<file path="src/rtl/seq_adder_n.sv">
// Multi-cycle adder/subtractor: adds CHUNK bits per clock with a registered
// carry between chunks, so the carry chain is only CHUNK bits long.
module seq_adder_n #(
  parameter int WIDTH = 16,
  parameter int CHUNK = 4
) (
  input  logic             clk_in,
  input  logic             rst_n_in,
  input  logic             start_in,
  input  logic             sub_in,
  input  logic [WIDTH-1:0] a_in,
  input  logic [WIDTH-1:0] b_in,
  input  logic             c_in,
  output logic [WIDTH-1:0] sum_out,
  output logic             carry_out,
  output logic             overflow_out,
  output logic             busy_out,
  output logic             done_out
);

  localparam int N     = WIDTH / CHUNK;
  localparam int IDX_W = (N > 1) ? $clog2(N) : 1;

  typedef enum logic [1:0] {IDLE, RUN, DONE} state_t;

  state_t             state_q, state_d;
  logic [IDX_W-1:0]   idx_q, idx_d;
  logic               carry_q, carry_d;
  logic [WIDTH-1:0]   a_q, a_d;
  logic [WIDTH-1:0]   b_q, b_d;
  logic [WIDTH-1:0]   res_q, res_d;
  logic [WIDTH-1:0]   sum_q, sum_d;
  logic               cout_q, cout_d;
  logic               ovf_q, ovf_d;

  logic [CHUNK-1:0]   a_chunk [N];
  logic [CHUNK-1:0]   b_chunk [N];
  logic [CHUNK-1:0]   a_cur, b_cur;
  logic [CHUNK:0]     chunk_sum;
  logic               c_msb_in;
  logic               last;

  // b_q already holds the effective (possibly inverted) operand.
  for (genvar gi = 0; gi < N; gi++) begin : g_chunk
    assign a_chunk[gi] = a_q[gi*CHUNK +: CHUNK];
    assign b_chunk[gi] = b_q[gi*CHUNK +: CHUNK];
  end

  always_comb begin
    a_cur = '0;
    b_cur = '0;
    for (int i = 0; i < N; i++) begin
      if (idx_q == IDX_W'(i)) begin
        a_cur = a_chunk[i];
        b_cur = b_chunk[i];
      end
    end
  end

  assign chunk_sum = {1'b0, a_cur} + {1'b0, b_cur} + {{CHUNK{1'b0}}, carry_q};
  // Sum bit = a ^ b ^ cin, so the carry into the MSB falls out of the sum bit.
  assign c_msb_in  = chunk_sum[CHUNK-1] ^ a_cur[CHUNK-1] ^ b_cur[CHUNK-1];
  assign last      = (idx_q == IDX_W'(N - 1));

  always_comb begin
    state_d = state_q;
    idx_d   = idx_q;
    carry_d = carry_q;
    a_d     = a_q;
    b_d     = b_q;
    res_d   = res_q;
    sum_d   = sum_q;
    cout_d  = cout_q;
    ovf_d   = ovf_q;
    case (state_q)
      IDLE, DONE: begin
        state_d = IDLE;
        if (start_in) begin
          a_d     = a_in;
          b_d     = sub_in ? ~b_in : b_in;
          carry_d = c_in ^ sub_in;
          idx_d   = '0;
          state_d = RUN;
        end
      end
      RUN: begin
        for (int i = 0; i < N; i++) begin
          if (idx_q == IDX_W'(i)) res_d[i*CHUNK +: CHUNK] = chunk_sum[CHUNK-1:0];
        end
        carry_d = chunk_sum[CHUNK];
        idx_d   = idx_q + 1'b1;
        if (last) begin
          sum_d   = res_d;
          cout_d  = chunk_sum[CHUNK];
          ovf_d   = c_msb_in ^ chunk_sum[CHUNK];
          idx_d   = '0;
          state_d = DONE;
        end
      end
      default: state_d = IDLE;
    endcase
  end

  always_ff @(posedge clk_in or negedge rst_n_in) begin
    if (!rst_n_in) begin
      state_q <= IDLE;
      idx_q   <= '0;
      carry_q <= 1'b0;
      a_q     <= '0;
      b_q     <= '0;
      res_q   <= '0;
      sum_q   <= '0;
      cout_q  <= 1'b0;
      ovf_q   <= 1'b0;
    end else begin
      state_q <= state_d;
      idx_q   <= idx_d;
      carry_q <= carry_d;
      a_q     <= a_d;
      b_q     <= b_d;
      res_q   <= res_d;
      sum_q   <= sum_d;
      cout_q  <= cout_d;
      ovf_q   <= ovf_d;
    end
  end

  assign sum_out      = sum_q;
  assign carry_out    = cout_q;
  assign overflow_out = ovf_q;
  assign busy_out     = (state_q == RUN);
  assign done_out     = (state_q == DONE);

endmodule

</file>
<file path="config.mk">
export PLATFORM = sky130hd
export DESIGN_NAME = seq_adder_n
export DESIGN_NICKNAME = d
export VERILOG_FILES = /design/src/rtl/seq_adder_n.sv
export SDC_FILE = /design/constraint.sdc
export NUM_CORES = 1
export LEC_CHECK = 0
export CAP_MARGIN = 20
export CORE_MARGIN = 2
export CORE_UTILIZATION = 45
export DETAILED_ROUTE_END_ITERATION = 10
export PLACE_DENSITY_LB_ADDON = 0.25
export SLEW_MARGIN = 20
export SYNTH_ARGS = -nofsm -noshare
export SYNTH_HDL_FRONTEND = slang
export SYNTH_SLANG_ARGS = --single-unit
</file>
<file path="constraint.sdc">
create_clock -name clk_in -period 4.2 [get_ports clk_in]
set_input_delay 0.63 -clock clk_in [delete_from_list [all_inputs] [get_ports clk_in]]
set_output_delay 0.63 -clock clk_in [all_outputs]
set_load 0.02 [all_outputs]
</file>
; ---- Word level (Yosys, flattened, before mapping)
; Index checks and enable logic that the tools add are counted.
[word_totals]
ff_bits = 71
latch_bits = 0
ramBits = 0
rom_bits = 0
in_bits = 37
output_inout_bits = 20
word_cells = 52
mem_count = 0
[classes]
add_sub_neg = 3
mul = 0
div_mod_pow = 0
order_cmp = 0
n_eq_ne = 7
n_shift = 0
muxes = 21
bitwise = 5
reduce_logical = 7
[op_table]
columns = operator, n
row1 = $mux W4, 12
row2 = $mux W16, 1
row3 = $not A16 Y16, 1
row4 = $pmux W2 S2, 2
row5 = $eq A2 B2 Y1 const B, 3
row6 = $mux W2, 3
row7 = $reduce_and A2 Y1, 3
row8 = $add A4 B4 Y5, 1
row9 = $add A5 B1 Y5, 1
row10 = $eq A2 B1 Y1 const B, 2
row11 = $logic_not A2 Y1, 2
row12 = $xor A1 B1 Y1, 4
row13 = $add A2 B1 Y2 const B, 1
row14 = $mux W1, 2
row15 = $ne A2 B1 Y1 const B, 1
row16 = $ne A2 B2 Y1 const B, 1
row17 = $pmux W1 S2, 1
row18 = $reduce_bool A2 Y1, 1
row19 = $reduce_or A2 Y1, 1

; ---- Depth between registers and ports, before layout
[logic_depth]
ltp_word = 10
depth_mapped = 16
depth_no_buf = 15

; ---- Worst setup path before layout
; OpenSTA, ideal clock, no wires.
[synth_timing]
path_type = reg2reg
start = register idx_q[1]
end = register ovf_q (netlist: overflow_out)
setup_ns = 0.127
arrival_ns = 2.895
required_ns = 4.073
slack_ns = 1.178
path_stages_with_launch = 17
n_path_buf = 2
period_less_slack_ns = 3.022
cell_sequence = dfrtp_1 > inv_1 > ha_1 > buf_2 > buf_2 > nor2_1 > a21oi_1 > o21ai_0 > mux2i_1 > fa_1 > inv_1 > fa_1 > a21o_2 > a21oi_1 > xor2_1 > xnor2_1 > o21ai_1
[synth_between]
elab_chain_cells = 10
word_cells_on_any_way = 18
cone_classes = add/sub: 2 / eq/ne: 3 / mux: 8 / bitwise: 3 / reduce/logical: 2
[synth_lines]
columns = item, line_no
row1 = start: declaration, 27  ; logic [IDX_W-1:0] idx_q, idx_d;
row2 = start signal: assignment, 117  ; idx_q <= idx_d;
row3 = $logic_not A2 Y1, 53  ; if (idx_q == IDX_W'(i)) begin
row4 = $mux W4 (4 in a row), 53
row5 = $add A4 B4 Y5, 60  ; assign chunk_sum = {1'b0, a_cur} + {1'b0, b_cur} + {{CHUNK{1'b0}}, carry_q};
row6 = $add A5 B1 Y5, 60
row7 = $xor A1 B1 Y1 (2 in a row), 62  ; assign c_msb_in = chunk_sum[CHUNK-1] ^ a_cur[CHUNK-1] ^ b_cur[CHUNK-1];
row8 = $xor A1 B1 Y1, 95  ; ovf_d = c_msb_in ^ chunk_sum[CHUNK];
row9 = end signal: assignment, 124  ; ovf_q <= ovf_d;
row10 = end: declaration, 34  ; logic ovf_q, ovf_d;
; Several ways; a longest one is shown, not always the timed one.
; A chain may end at the register's enable or synchronous reset.

; ---- Final worst setup path
[layout_timing]
start = register idx_q[0]
end = register sum_q[2] (netlist: sum_out[2])
[layout_between]
elab_chain_cells = 8
word_cells_on_any_way = 16
cone_classes = add/sub: 2 / eq/ne: 3 / mux: 9 / reduce/logical: 2
[layout_lines]
columns = item, line_no
row1 = $logic_not A2 Y1, "53, 88"
row2 = $mux W4 (4 in a row), 53
row3 = $add A4 B4 Y5, 60
row4 = $add A5 B1 Y5, 60
row5 = $mux W4, 88  ; if (idx_q == IDX_W'(i)) res_d[i*CHUNK +: CHUNK] = chunk_sum[CHUNK-1:0];
row6 = end signal: assignment, 122  ; sum_q <= sum_d;
row7 = end: declaration, 32  ; logic [WIDTH-1:0] sum_q, sum_d;
; Several ways; a longest one is shown, not always the timed one.

==> results.sh <==
export IMPL_layout_min_cycle_time_ns=3.28
export IMPL_post_route_drc_count=0
export IMPL_pre_cts_ws_ns=0.964
export IMPL_grt_pass1_wl_mm=10.5
export IMPL_place_congestion=0.817
export IMPL_synth_ff_type="dfrtp_1"
export IMPL_vias=2289
export IMPL_tns_ns=0
export IMPL_finalClockSkew_ns=0.00885
export IMPL_port_buffers=56
export IMPL_postCtsSetupBuffers=0
export IMPL_numCtsBuffers=9
export IMPL_synthToLayoutAreaGrowth_pct=24.5
export IMPL_worstSetupPathType="register to register"
export IMPL_avgSynthCellArea_um2=10.5
export IMPL_die_y_um=89.2
export IMPL_cp_arrival_ns=3.48
export IMPL_worstPathCellList="inv_1 -> ha_1 -> nand2_1 -> nor2_1 -> a21oi_1 -> o21ai_0 -> mux2i_1 -> fa_1 -> inv_1 -> fa_1 -> xnor2_1 -> nand2_1 -> o21ai_0 -> o21ai_0"
export IMPL_synth_xor_area_share_pct=6.70
export IMPL_netlist_instances=312
export IMPL_slew_limit_headroom_pct=36.8
export IMPL_hp_class="input port to async pin"
export IMPL_synth_mux_area_share_pct=11.6
export IMPL_drt_iter0_markers=85
export IMPL_synth_async_reset_ratio_pct=100
export IMPL_busiest_layer="met2"
export IMPL_insertion_delay_ns=0.35
export IMPL_drv_cap=0
export IMPL_htree_levels=3
export IMPL_synth_edf_count=0
export IMPL_synth_top_family_by_area="compound AO/OA/AOI/OAI gates"
export IMPL_status="completed"
export IMPL_synth_compound_area_share_pct=12.1
export IMPL_yosys_warnings=0
export IMPL_vias_per_cell=4.89
export IMPL_cts_hold_buf=0
export IMPL_finalNetCount=410
export IMPL_critical_path_depth=14
export IMPL_critPathBufInv=2
export IMPL_slew_violations=0
export IMPL_globalRouteMet3Util_pct=4.43
export IMPL_period_share_pct=78.1
export IMPL_start_util_pct=45.8
export IMPL_total_power_w=0.00371
export IMPL_drt_antenna_violating_nets=0
export IMPL_synthAdderAreaFrac_pct=3.91
export IMPL_ys_ff_latch=67
export IMPL_synth_cell_type_count=31
export IMPL_hold_viol_final=0
export IMPL_grt_overflow_total=0
export IMPL_wl_per_cell_um=13.4
export IMPL_diodes=0
export IMPL_syn_area_um2=3270
export IMPL_cts_resized=0
export IMPL_fmax_ghz=0.305
export IMPL_slowest_delay_ns=0.60
export IMPL_synth_simple_area_share_pct=11.0
export IMPL_tritoncts="built"
export IMPL_layout_setup_ws_ns=0.918
export IMPL_crit_path_start_kind="register"
export IMPL_crit_top_cell="o21ai_0"
export IMPL_grt_max_degree=52
export IMPL_grt_pass1_vias=2270
export IMPL_grt_use_total_pct=17.8
export IMPL_peakVddDrop_uv=420
export IMPL_antenna_found_initial=0
export IMPL_power_density_nw_per_um2=913
export IMPL_holdWs_ns=0.358
export IMPL_setup_violations=0
export IMPL_cp_required_ns=4.40
export IMPL_cts_path_max_buffers=2
export IMPL_crit_slowest_cell="xnor2_1"
export IMPL_rows=31
export IMPL_grt_use_met1_pct=22.1
export IMPL_syn_num_nets=358
export IMPL_cts_root_buf="clkbuf_8"
export IMPL_hpwlAfterDp_mm=4.50
export IMPL_ys_seq_area_share_pct=51.3
export IMPL_crit_family="adder cells"
export IMPL_wl_mm=6.29
export IMPL_critPathMaxFanout=13
export IMPL_layout_drive_gt1_share_pct=14.6
export IMPL_die_x_um=89.2
export IMPL_firstDrtPassIters=4
export IMPL_rsz0062_at_grt="false"
export IMPL_worst_setup_path_end_kind="register"
export IMPL_met2_usage_pct=29.2
export IMPL_io_pins=57
export IMPL_tightest_slew_ns=0.949
export IMPL_core_area_um2=7140
export IMPL_clock_sinks=67
export IMPL_dieArea_um2=7960
export IMPL_path_clk_slew_ns=0.07
export IMPL_worstRegToRegCells=14
export IMPL_total_leakage_power_nw=1.76
## layout make-up
class,instances,area (um2)
Clock buffer,11,151
Fill cell,666,3070
Multi-Input combinational cell,220,1480
Tap cell,99,124
Sequential cell,67,1680
Clock inverter,5,27.5
Inverter,7,26.3
Timing Repair Buffer,59,578
## final timing paths
| kind | from | end | slack [ns] |
|---|---|---|---|
| max | idx_q[0] | sum_out[2] | 0.92 |
| min in group clk_in | sum_out[12] | sum_out[12] | 0.48 |
| max in group asynchronous | rst_n_in | a_q[0] | 2.93 |
| min | rst_n_in | sum_out[2] | 0.36 |
| min reg2reg | sum_out[12] | sum_out[12] | 0.48 |
| max reg2reg | idx_q[0] | sum_out[2] | 0.92 |
## layout by cell type (no fill, tap or decap), types with 2 or more instances in the layout
cell type        count
a21oi_1             12
o21ai_0             46
a21oi_4              2
mux2_2              22
clkinv_2             4
inv_1                7
a22oi_2              2
dfrtp_1             67
clkbuf_8            11
nor2_1              13
clkdlybuf4s50_1     55
xnor2_1             19
nand2b_1             3
buf_4                3
mux2i_1             13
ha_1                 7
nand2_1             64
fa_1                 2
## per-layer routing
| metal | wire length [um] | part of all wire [%] | up-vias |
|---|---|---|---|
| met4 | 167 | 2.7 | 0 |
| met2 | 2970 | 47 | 67 |
| met5 | 0 | 0 | - |
| met1 | 2810 | 45 | 1062 |
| li1 | - | - | 1148 |
| met3 | 334 | 5.3 | 12 |
## sequential cells by signal (all words and copies together), names as in the netlist
register      count
a_q              16
b_q              16
sum_out          16
res_q            12
idx_q             2
state_q           2
carry_out         1
carry_q           1
overflow_out      1
## worst reg2reg max path: stages (launching register included)
cell and delay, ns:
dfrtp_1 0.41, inv_1 0.09, ha_1 0.40, nand2_1 0.15
nor2_1 0.04, a21oi_1 0.13, o21ai_0 0.09, mux2i_1 0.20
fa_1 0.22, inv_1 0.06, fa_1 0.39, xnor2_1 0.60
nand2_1 0.13, o21ai_0 0.12, o21ai_0 0.10
## logic make-up (layout without fill, tap and decap cells)
group,count (synthesis),count (layout)
xor+xnor,22,22
compound gates,68,68
simple gates,86,86
buf+inv,25,82
mux,35,35
flops,67,67
fa+ha+maj,9,9
## synth_stat cells, drive strengths merged, types with 2 or more instances
master,instances,area [um2]
a21oi,15,101
a22oi,2,25.0
buf,11,57.6
clkbuf,7,26.3
dfrtp,67,1680
fa,2,40.0
ha,7,87.6
inv,7,26.3
mux2,22,248
mux2i,13,130
nand2,64,240
nand2b,5,38.8
nor2,14,60.1
o21ai,47,235
xnor2,20,183
xor2,2,36.3
## power by group
part / internal [W] / switching (W)
combinational: 0.000918 / 0.00117
clock: 0.000242 / 0.000245
sequential: 0.000965 / 0.000175
## metrics by stage
stage	instances	cell area, um2	util [%]
3_5_place_dp	452	3890	54.5
3_3_place_gp	452	3890	54.5
5_1_grt	468	4070	57.0
4_1_cts	468	4070	57.0
2_1_floorplan	312	3270	-
6_report	468	4070	57.0
(Power assumes the default switching activity.)
